## config.mk

```make
export PLATFORM = sky130hd
export DESIGN_NAME = onehot_decoder_seq_flat
export DESIGN_NICKNAME = d
export VERILOG_FILES = /design/src/rtl/onehot_decoder_seq_pkg.sv /design/src/rtl/onehot_decoder_seq_if.sv /design/src/rtl/onehot_decoder_seq_onehot_dec.sv /design/src/rtl/onehot_decoder_seq.sv /design/src/flat_wrapper.sv
export SDC_FILE = /design/constraint.sdc
export NUM_CORES = 1
export LEC_CHECK = 0
export ABC_AREA = 1
export ABC_CLOCK_PERIOD_IN_PS = 4250
export BUFFER_PORTS_ARGS = -buffer_cell sky130_fd_sc_hd__clkbuf_2
export CAP_MARGIN = 20
export CORE_UTILIZATION = 55
export DETAILED_ROUTE_END_ITERATION = 8
export GPL_ROUTABILITY_DRIVEN = 0
export GPL_TIMING_DRIVEN = 0
export PLACE_DENSITY_LB_ADDON = 0.25
export REMOVE_ABC_BUFFERS = 1
export SLEW_MARGIN = 20
export SYNTH_ARGS = -nofsm -noshare
export SYNTH_HDL_FRONTEND = slang
export SYNTH_SLANG_ARGS = --single-unit
```

## constraint.sdc

```tcl
create_clock -name clk -period 4.25 [get_ports clk]
set_input_delay 0.85 -clock clk [delete_from_list [all_inputs] [get_ports clk]]
set_output_delay 0.85 -clock clk [all_outputs]
set_load 0.05 [all_outputs]
```

## src/rtl/onehot_decoder_seq_pkg.sv

```systemverilog
// rtl/onehot_decoder_seq_pkg.sv - shared types and constants for the one-hot decoder
package onehot_decoder_seq_pkg;

  typedef enum logic [1:0] {
    IDLE = 2'd0,
    HOLD = 2'd1,
    SCAN = 2'd2
  } state_e;

  localparam logic MODE_DECODE = 1'b0;
  localparam logic MODE_SCAN   = 1'b1;

endpackage : onehot_decoder_seq_pkg

```

## src/rtl/onehot_decoder_seq_if.sv

```systemverilog
// rtl/onehot_decoder_seq_if.sv - control/output bundle for the one-hot decoder
interface onehot_decoder_seq_if #(
  parameter int SEL_W = 3
);
  localparam int OUT_W = 2 ** SEL_W;

  logic             en;
  logic             mode;
  logic [SEL_W-1:0] sel;
  logic             sel_valid;
  logic [OUT_W-1:0] y;
  logic [SEL_W-1:0] idx;
  logic             y_valid;
  logic             wrap;

  modport master (
    output en, mode, sel, sel_valid,
    input  y, idx, y_valid, wrap
  );

  modport slave (
    input  en, mode, sel, sel_valid,
    output y, idx, y_valid, wrap
  );

endinterface : onehot_decoder_seq_if

```

## src/rtl/onehot_decoder_seq_onehot_dec.sv

```systemverilog
// rtl/onehot_decoder_seq_onehot_dec.sv - combinational binary to one-hot map
module onehot_dec #(
  parameter int SEL_W = 3
) (
  input  logic [SEL_W-1:0]      sel_i,
  output logic [2**SEL_W-1:0]   y_o
);

  always_comb begin
    y_o = '0;
    y_o[sel_i] = 1'b1;
  end

endmodule : onehot_dec

```

## src/rtl/onehot_decoder_seq.sv

```systemverilog
// rtl/onehot_decoder_seq.sv - registered one-hot decoder with hold and self-timed scan modes
module onehot_decoder_seq
  import onehot_decoder_seq_pkg::*;
#(
  parameter int SEL_W      = 3,
  parameter int SCAN_DIV   = 4,
  parameter int ACTIVE_LOW = 0
) (
  input  logic                 clk,
  input  logic                 rst_n,
  onehot_decoder_seq_if.slave  bus
);

  localparam int OUT_W = 2 ** SEL_W;
  localparam int DIV_W = $clog2(SCAN_DIV + 1);

  localparam logic [DIV_W-1:0] DIV_LAST = DIV_W'(SCAN_DIV - 1);
  localparam logic [SEL_W-1:0] IDX_LAST = SEL_W'(OUT_W - 1);
  // XOR mask applied at the output register; all ones inverts to one-cold.
  localparam logic [OUT_W-1:0] Y_MASK   = {OUT_W{ACTIVE_LOW != 0}};

  state_e             state_q, state_d;
  logic [SEL_W-1:0]   idx_q,   idx_d;
  logic [DIV_W-1:0]   div_q,   div_d;
  logic               vld_q,   vld_d;
  logic               wrap_q,  wrap_d;
  logic [OUT_W-1:0]   y_q;
  logic [OUT_W-1:0]   onehot_d;
  logic [OUT_W-1:0]   y_d;

  always_comb begin
    state_d = state_q;
    idx_d   = idx_q;
    div_d   = div_q;
    vld_d   = vld_q;
    wrap_d  = 1'b0;

    if (!bus.en) begin
      state_d = IDLE;
      idx_d   = '0;
      div_d   = '0;
      vld_d   = 1'b0;
    end else begin
      unique case (state_q)
        IDLE, HOLD: begin
          if (bus.mode == MODE_SCAN) begin
            state_d = SCAN;
            idx_d   = '0;
            div_d   = '0;
            vld_d   = 1'b1;
          end else if (bus.sel_valid) begin
            state_d = HOLD;
            idx_d   = bus.sel;
            vld_d   = 1'b1;
          end
        end
        SCAN: begin
          vld_d = 1'b1;
          if (bus.mode == MODE_DECODE) begin
            state_d = HOLD;
            div_d   = '0;
            if (bus.sel_valid) begin
              idx_d = bus.sel;
            end
          end else if (div_q == DIV_LAST) begin
            div_d  = '0;
            idx_d  = idx_q + SEL_W'(1);
            wrap_d = (idx_q == IDX_LAST);
          end else begin
            div_d = div_q + DIV_W'(1);
          end
        end
        default: begin
          state_d = IDLE;
          idx_d   = '0;
          div_d   = '0;
          vld_d   = 1'b0;
        end
      endcase
    end
  end

  onehot_dec #(
    .SEL_W (SEL_W)
  ) u_dec (
    .sel_i (idx_d),
    .y_o   (onehot_d)
  );

  assign y_d = vld_d ? onehot_d : '0;

  always_ff @(posedge clk or negedge rst_n) begin
    if (!rst_n) begin
      state_q <= IDLE;
      idx_q   <= '0;
      div_q   <= '0;
      vld_q   <= 1'b0;
      wrap_q  <= 1'b0;
      y_q     <= Y_MASK;
    end else begin
      state_q <= state_d;
      idx_q   <= idx_d;
      div_q   <= div_d;
      vld_q   <= vld_d;
      wrap_q  <= wrap_d;
      y_q     <= y_d ^ Y_MASK;
    end
  end

  assign bus.y       = y_q;
  assign bus.idx     = idx_q;
  assign bus.y_valid = vld_q;
  assign bus.wrap    = wrap_q;

endmodule : onehot_decoder_seq

```

## src/flat_wrapper.sv

```systemverilog
// flat-port wrapper written by rule: the top's interface ports become plain ports
module onehot_decoder_seq_flat import onehot_decoder_seq_pkg::*;
#(
  parameter int SEL_W      = 3,
  parameter int SCAN_DIV   = 4,
  parameter int ACTIVE_LOW = 0
)
  (clk, rst_n, bus_en, bus_mode, bus_sel, bus_sel_valid, bus_y, bus_idx, bus_y_valid, bus_wrap);
  onehot_decoder_seq_if #(.SEL_W(SEL_W)) bus_i ();
  input  logic clk;
  input  logic rst_n;
  input wire logic [$bits(bus_i.en)-1:0] bus_en;
  input wire logic [$bits(bus_i.mode)-1:0] bus_mode;
  input wire logic [$bits(bus_i.sel)-1:0] bus_sel;
  input wire logic [$bits(bus_i.sel_valid)-1:0] bus_sel_valid;
  output wire logic [$bits(bus_i.y)-1:0] bus_y;
  output wire logic [$bits(bus_i.idx)-1:0] bus_idx;
  output wire logic [$bits(bus_i.y_valid)-1:0] bus_y_valid;
  output wire logic [$bits(bus_i.wrap)-1:0] bus_wrap;
  assign bus_i.en = bus_en;
  assign bus_i.mode = bus_mode;
  assign bus_i.sel = bus_sel;
  assign bus_i.sel_valid = bus_sel_valid;
  assign bus_y = bus_i.y;
  assign bus_idx = bus_i.idx;
  assign bus_y_valid = bus_i.y_valid;
  assign bus_wrap = bus_i.wrap;
  onehot_decoder_seq #(.SEL_W(SEL_W), .SCAN_DIV(SCAN_DIV), .ACTIVE_LOW(ACTIVE_LOW)) u_core (.clk(clk), .rst_n(rst_n), .bus(bus_i));
endmodule
```

**Yosys cells after proc, flatten, opt, wreduce, memory -nomap -nowiden**

Cells that the tools add are included.

- Word-level logic and storage cells: 48
- Register bits after elaboration: 18

- Reduce and logical (&&, ||, !) cells: 4
- $add $sub $neg: 2
- $lt $le $gt $ge: 2
- Eq/ne operators: 7
- Muxes and demuxes: 27

Operators by type and width:

| operator | count |
|---|---|
| $mux W3 | 9 |
| $pmux W3 S2 | 2 |
| $mux W1 | 8 |
| $mux W2 | 4 |
| $mux W8 | 1 |
| $add A3 B1 Y3 const B | 2 |
| $ne A3 B3 Y1 const B | 2 |
| $lt A3 B4 Y1 const B | 1 |
| $ne A4 B4 Y1 const B | 1 |
| $pmux W2 S2 | 1 |
| $demux W1 S3 | 1 |
| $eq A3 B2 Y1 const B | 1 |
| $eq A3 B3 Y1 const B | 1 |
| $ge A3 B1 Y1 const B | 1 |
| $eq A2 B1 Y1 const B | 1 |
| $eq A2 B2 Y1 const B | 1 |
| $logic_not A2 Y1 | 1 |
| $pmux W1 S2 | 1 |
| $reduce_and A2 Y1 | 1 |
| $reduce_or A2 Y1 | 1 |
| $logic_and A1 B1 Y1 | 1 |

**Longest topological paths before layout**

- Word-level depth: 10
- Depth in mapped cells: 9
- Gate-level depth less buffers: 9

**Modules after synthesis**

From an unflattened synthesis, not the netlist that was laid out.

- Cells, all modules: 115
- Area, all modules: 902.1 um^2

Modules (own cells, without submodules):

| module | times used | seq. area each (um^2) | area an instance (um^2) | cells an instance |
|---|---|---|---|---|
| onehot_decoder_seq | 1 | 450.4 | 845.8 | 100 |
| onehot_dec | 1 | 0.0 | 56.3 | 15 |

**Worst setup path after synthesis**

No wires, ideal clock.

- Kind: reg-to-reg
- Start point: register u_core.idx_q[0], in the netlist u_core.bus.idx[0]
- End point: register u_core.y_q[0], in the netlist u_core.bus.y[0]
- Required time: 4.133 ns
- Data arrival time: 1.569 ns
- Clock period less this slack: 1.685 ns
- Stages on the path, launching flop included: 10
- Slack: 2.565 ns
- Cell sequence: dfrtp_1 ha_1 ha_1 inv_1 nand3_1 nand3_2 nand2_2 nand2_1 nand2_1 nor2_1

- Word-level cells in the longest chain between the ends: 10

RTL lines:

| element | RTL line | RTL |
|---|---|---|
| from (decl) | onehot_decoder_seq.sv:23 | `logic [SEL_W-1:0] idx_q, idx_d;` |
| from (signal assigned) | onehot_decoder_seq.sv:102 | `idx_q <= idx_d;` |
| $add A3 B1 Y3 | onehot_decoder_seq.sv:67 | `idx_d = idx_q + SEL_W'(1);` |
| $mux W3 | onehot_decoder_seq.sv:65 | `end else if (div_q == DIV_LAST) begin` |
| $mux W3 | onehot_decoder_seq.sv:59 | `if (bus.mode == MODE_DECODE) begin` |
| $pmux W3 S2 * | onehot_decoder_seq.sv:44 | `unique case (state_q)` |
| $mux W3 * | onehot_decoder_seq.sv:38 | `if (!bus.en) begin` |
| $lt A3 B4 Y1 (implied by the code) or $ge A3 B1 Y1 (tied branches) | onehot_decoder_seq_onehot_dec.sv:11 | `y_o[sel_i] = 1'b1;` |
| $logic_and A1 B1 Y1 (implied by the code) | onehot_decoder_seq_onehot_dec.sv:11 |  |
| $mux W1 (implied by the code) | onehot_decoder_seq_onehot_dec.sv:11 |  |
| $demux W1 S3 * | onehot_decoder_seq_onehot_dec.sv:11 |  |
| $mux W8 * | onehot_decoder_seq.sv:90 | `assign y_d = vld_d ? onehot_d : '0;` |
| via u_core.y_d[0] | onehot_decoder_seq.sv:29 | `logic [OUT_W-1:0] y_d;` |
| to (signal assigned) | onehot_decoder_seq.sv:106 | `y_q <= y_d ^ Y_MASK;` |
| to (decl) | onehot_decoder_seq.sv:27 | `logic [OUT_W-1:0] y_q;` |

Mark *: on every way through the listed nets, which the timed path passes. The rest lies on a longest branch.
A chain may end at the register's enable or synchronous reset.

**Worst setup path in the final report**

- Start point: register u_core.idx_q[1], in the netlist u_core.bus.idx[1]
- End point: output bus_idx[1]

RTL lines:

| element | RTL line | RTL |
|---|---|---|
| to (decl) | flat_wrapper.sv:17 | `output wire logic [$bits(bus_i.idx)-1:0] bus_idx;` |

No word-level cell between the ends.

==> flow_metrics.env <==
export IMPL_crit_type="flop to output port"
export IMPL_grt_overflow=0
export IMPL_drc_errors=0
export IMPL_path_cells="clkbuf_2"
export IMPL_layout_nets=135
export IMPL_critical_path_top_delay_family="flip-flops"
export IMPL_placed_area_mm2=0.00101
export IMPL_grt_start_max_net_pins=19
export IMPL_final_area_mm2=0.00105
export IMPL_ant_nets=0
export IMPL_max_stage_delay_ns=0.43
export IMPL_r2r_start="u_core.bus.idx[0]$_DFF_PN0_"
export IMPL_endpoint_kind="output port"
export IMPL_crit_start="u_core.bus.idx[1]$_DFF_PN0_"
export IMPL_worst_slew_pin_slew_ns=0.441
export IMPL_root_buffer="clkbuf_4"
export IMPL_rows=14
export IMPL_r2r_cells=9
export IMPL_cts_sinks=18
export IMPL_drv_slew=0
export IMPL_routed_wl_um=1580
export IMPL_synth_seq_area_share_pct=50.3
export IMPL_cts_resized=0
export IMPL_num_vias=716
export IMPL_power_leakage_nw=0.593
export IMPL_clk_latency_ns=0.29
export IMPL_core_mm2=0.00151
export IMPL_p_per_area_mw_per_mm2=328
export IMPL_cts_made_buffers=3
export IMPL_finClkSkew_ns=0.00299
export IMPL_fin_crit_ns=1.88
export IMPL_synth_avg_cell_area_um2=9.04
export IMPL_path_depth=1
export IMPL_synth_seq_cells=18
export IMPL_post_cts_setup_buffer_count=0
export IMPL_antenna_found_initial=0
export IMPL_portBuffers=20
export IMPL_wl_per_cell_um=11.3
export IMPL_synth_warnings=0
export IMPL_ctsHoldBuffers=0
export IMPL_grt_util_all_layers_pct=20.2
export IMPL_slew_headroom_pct=70.6
export IMPL_fmax_mhz=531
export IMPL_initial_core_util_pct=59.4
export IMPL_cp_start_kind="flop"
export IMPL_dieWidth_um=42.3
export IMPL_grt_pass1_wl_um=2670
export IMPL_syn_area_um2=895
export IMPL_reg2reg_slack_ns=2.71
export IMPL_vias_per_cell=5.15
export IMPL_dp_hpwl_um=1230
export IMPL_cts_max_level=1
export IMPL_synth_cells=99
export IMPL_path_clk_slew_ns=0.10
export IMPL_cts_tree="done"
export IMPL_mostFrequentLayoutCell="clkbuf_2"
export IMPL_first_global_vias=634
export IMPL_final_hold_violation_count=0
export IMPL_crit_buf_inv=1
export IMPL_r2r_end="u_core.bus.y[1]$_DFF_PN0_"
export IMPL_finalSetupTns_ns=0
export IMPL_fin_hold_ws_ns=0.476
export IMPL_io_pins=21
export IMPL_antenna_cells=0
export IMPL_syn_to_final_growth_pct=17.5
export IMPL_drt_pass1_iterations=4
export IMPL_min_path_type="primary input to asynchronous set/reset pin"
export IMPL_maxCapViolCount=0
export IMPL_critPathRequiredTime_ns=3.40
export IMPL_fp_dieArea_mm2=0.00179
export IMPL_layout_common_cells="clkbuf_2, dfrtp_1, inv_1"
export IMPL_dieHeight_um=42.3
export IMPL_synth_cell_type_count=20
export IMPL_status="finished clean"
export IMPL_critPathMaxFanout=4
export IMPL_cp_endpoint="bus_idx[1]"
export IMPL_min_period_over_period_pct=44.3
export IMPL_rsz0062_at_grt="no"
export IMPL_cts_buffer_depth=2
export IMPL_slowest_stage="dfrtp_1"
export IMPL_drive_above_1_share_pct=35.0
export IMPL_drt_first_iter_violations=15
export IMPL_setup_viol=0
export IMPL_arrival_ns=1.03
export IMPL_peakVddDrop_v=0.000214
-- worst min path at each step --
| stage | end | slack, ns | depth (start not counted) |
|---|---|---|---|
| finish | u_core.state_q[1]$_DFFE_PN0P_ | 0.48 | 1 |
| global route | u_core.state_q[1]$_DFFE_PN0P_ | 0.50 | 1 |
| CTS | u_core.div_q[0]$_DFFE_PN0P_ | 0.49 | 1 |
| detailed placement | u_core.div_q[2]$_DFFE_PN0P_ | 0.48 | 1 |
| global placement | u_core.div_q[2]$_DFFE_PN0P_ | 0.47 | 1 |
| floorplan | u_core.div_q[2]$_DFFE_PN0P_ | 0.46 | 1 |
-- layer usage --
layer | global-route usage, % | part of all wire (%) | vias to the layer above | wire length (um)
met3 | 3.88 | 4.8 | 2 | 75
li1 | - | - | 358 | -
met2 | 29.8 | 49 | 24 | 774
met5 | 0 | 0 | - | 0
met1 | 27.8 | 45 | 332 | 716
met4 | 11.3 | 0.76 | 0 | 12
-- registers in the layout, summed over array words and instances (netlist names) --
signal and flops:
u_core.state_q 2, u_core.div_q 3, u_core.bus.y_valid 1, u_core.bus.wrap 1, u_core.bus.y 8, u_core.bus.idx 3
-- cell usage after synthesis --
library cell / n / area share [%]
a22o_1: 1 / 0.98
inv_1: 16 / 6.7
inv_2: 4 / 1.7
a21oi_4: 1 / 1.8
o21ai_1: 1 / 0.56
a21oi_1: 2 / 1.1
nand3_2: 4 / 4.5
dfrtp_1: 18 / 50
nand3_1: 6 / 3.4
o21ai_0: 1 / 0.56
nor2_1: 14 / 5.9
nand2_1: 14 / 5.9
nand2_2: 6 / 4.2
nor3_1: 1 / 0.56
clkinv_2: 1 / 0.56
nand3b_1: 1 / 0.84
nor3_4: 1 / 1.8
ha_1: 3 / 4.2
o21a_1: 2 / 1.7
o211ai_2: 2 / 2.8
-- logic make-up (layout without fill, tap and decap cells) --
logic type      count (synthesis)  in the layout  share of synthesized area (%)
buf+inv                        21             45                           8.95
fa+ha+maj                       3              3                           4.20
flops                          18             18                           50.3
simple gates                   47             47                           27.0
compound gates                 10             10                           9.51
-- power by group --
part	leakage (nW)	switching (W)	internal [W]
clock network	0.0210	0.0000526	0.0000522
registers	0.244	0.00000601	0.000177
logic	0.327	0.0000416	0.0000152
total	0.593	0.000100	0.000245
-- cell type report --
cell class                 instances  area [um2]
sequential                        18         450
clock buffer                       4        36.3
tap                               16        20.0
fill                             113         455
timing repair buffer              20         100
multi-input combinational         60         364
inverter                          21        80.1
-- metrics by stage --
step	setup slack [ns]	instances	util, %	total power (W)
after floorplan	2.56	99	-	0.000226
after global placement	2.56	135	67.4	0.000242
after detailed placement	2.51	135	67.4	0.000244
after CTS	2.34	139	69.8	0.000349
after global routing	2.32	139	69.8	0.000359
final	2.37	139	69.8	0.000345
(Power assumes the default switching activity.)
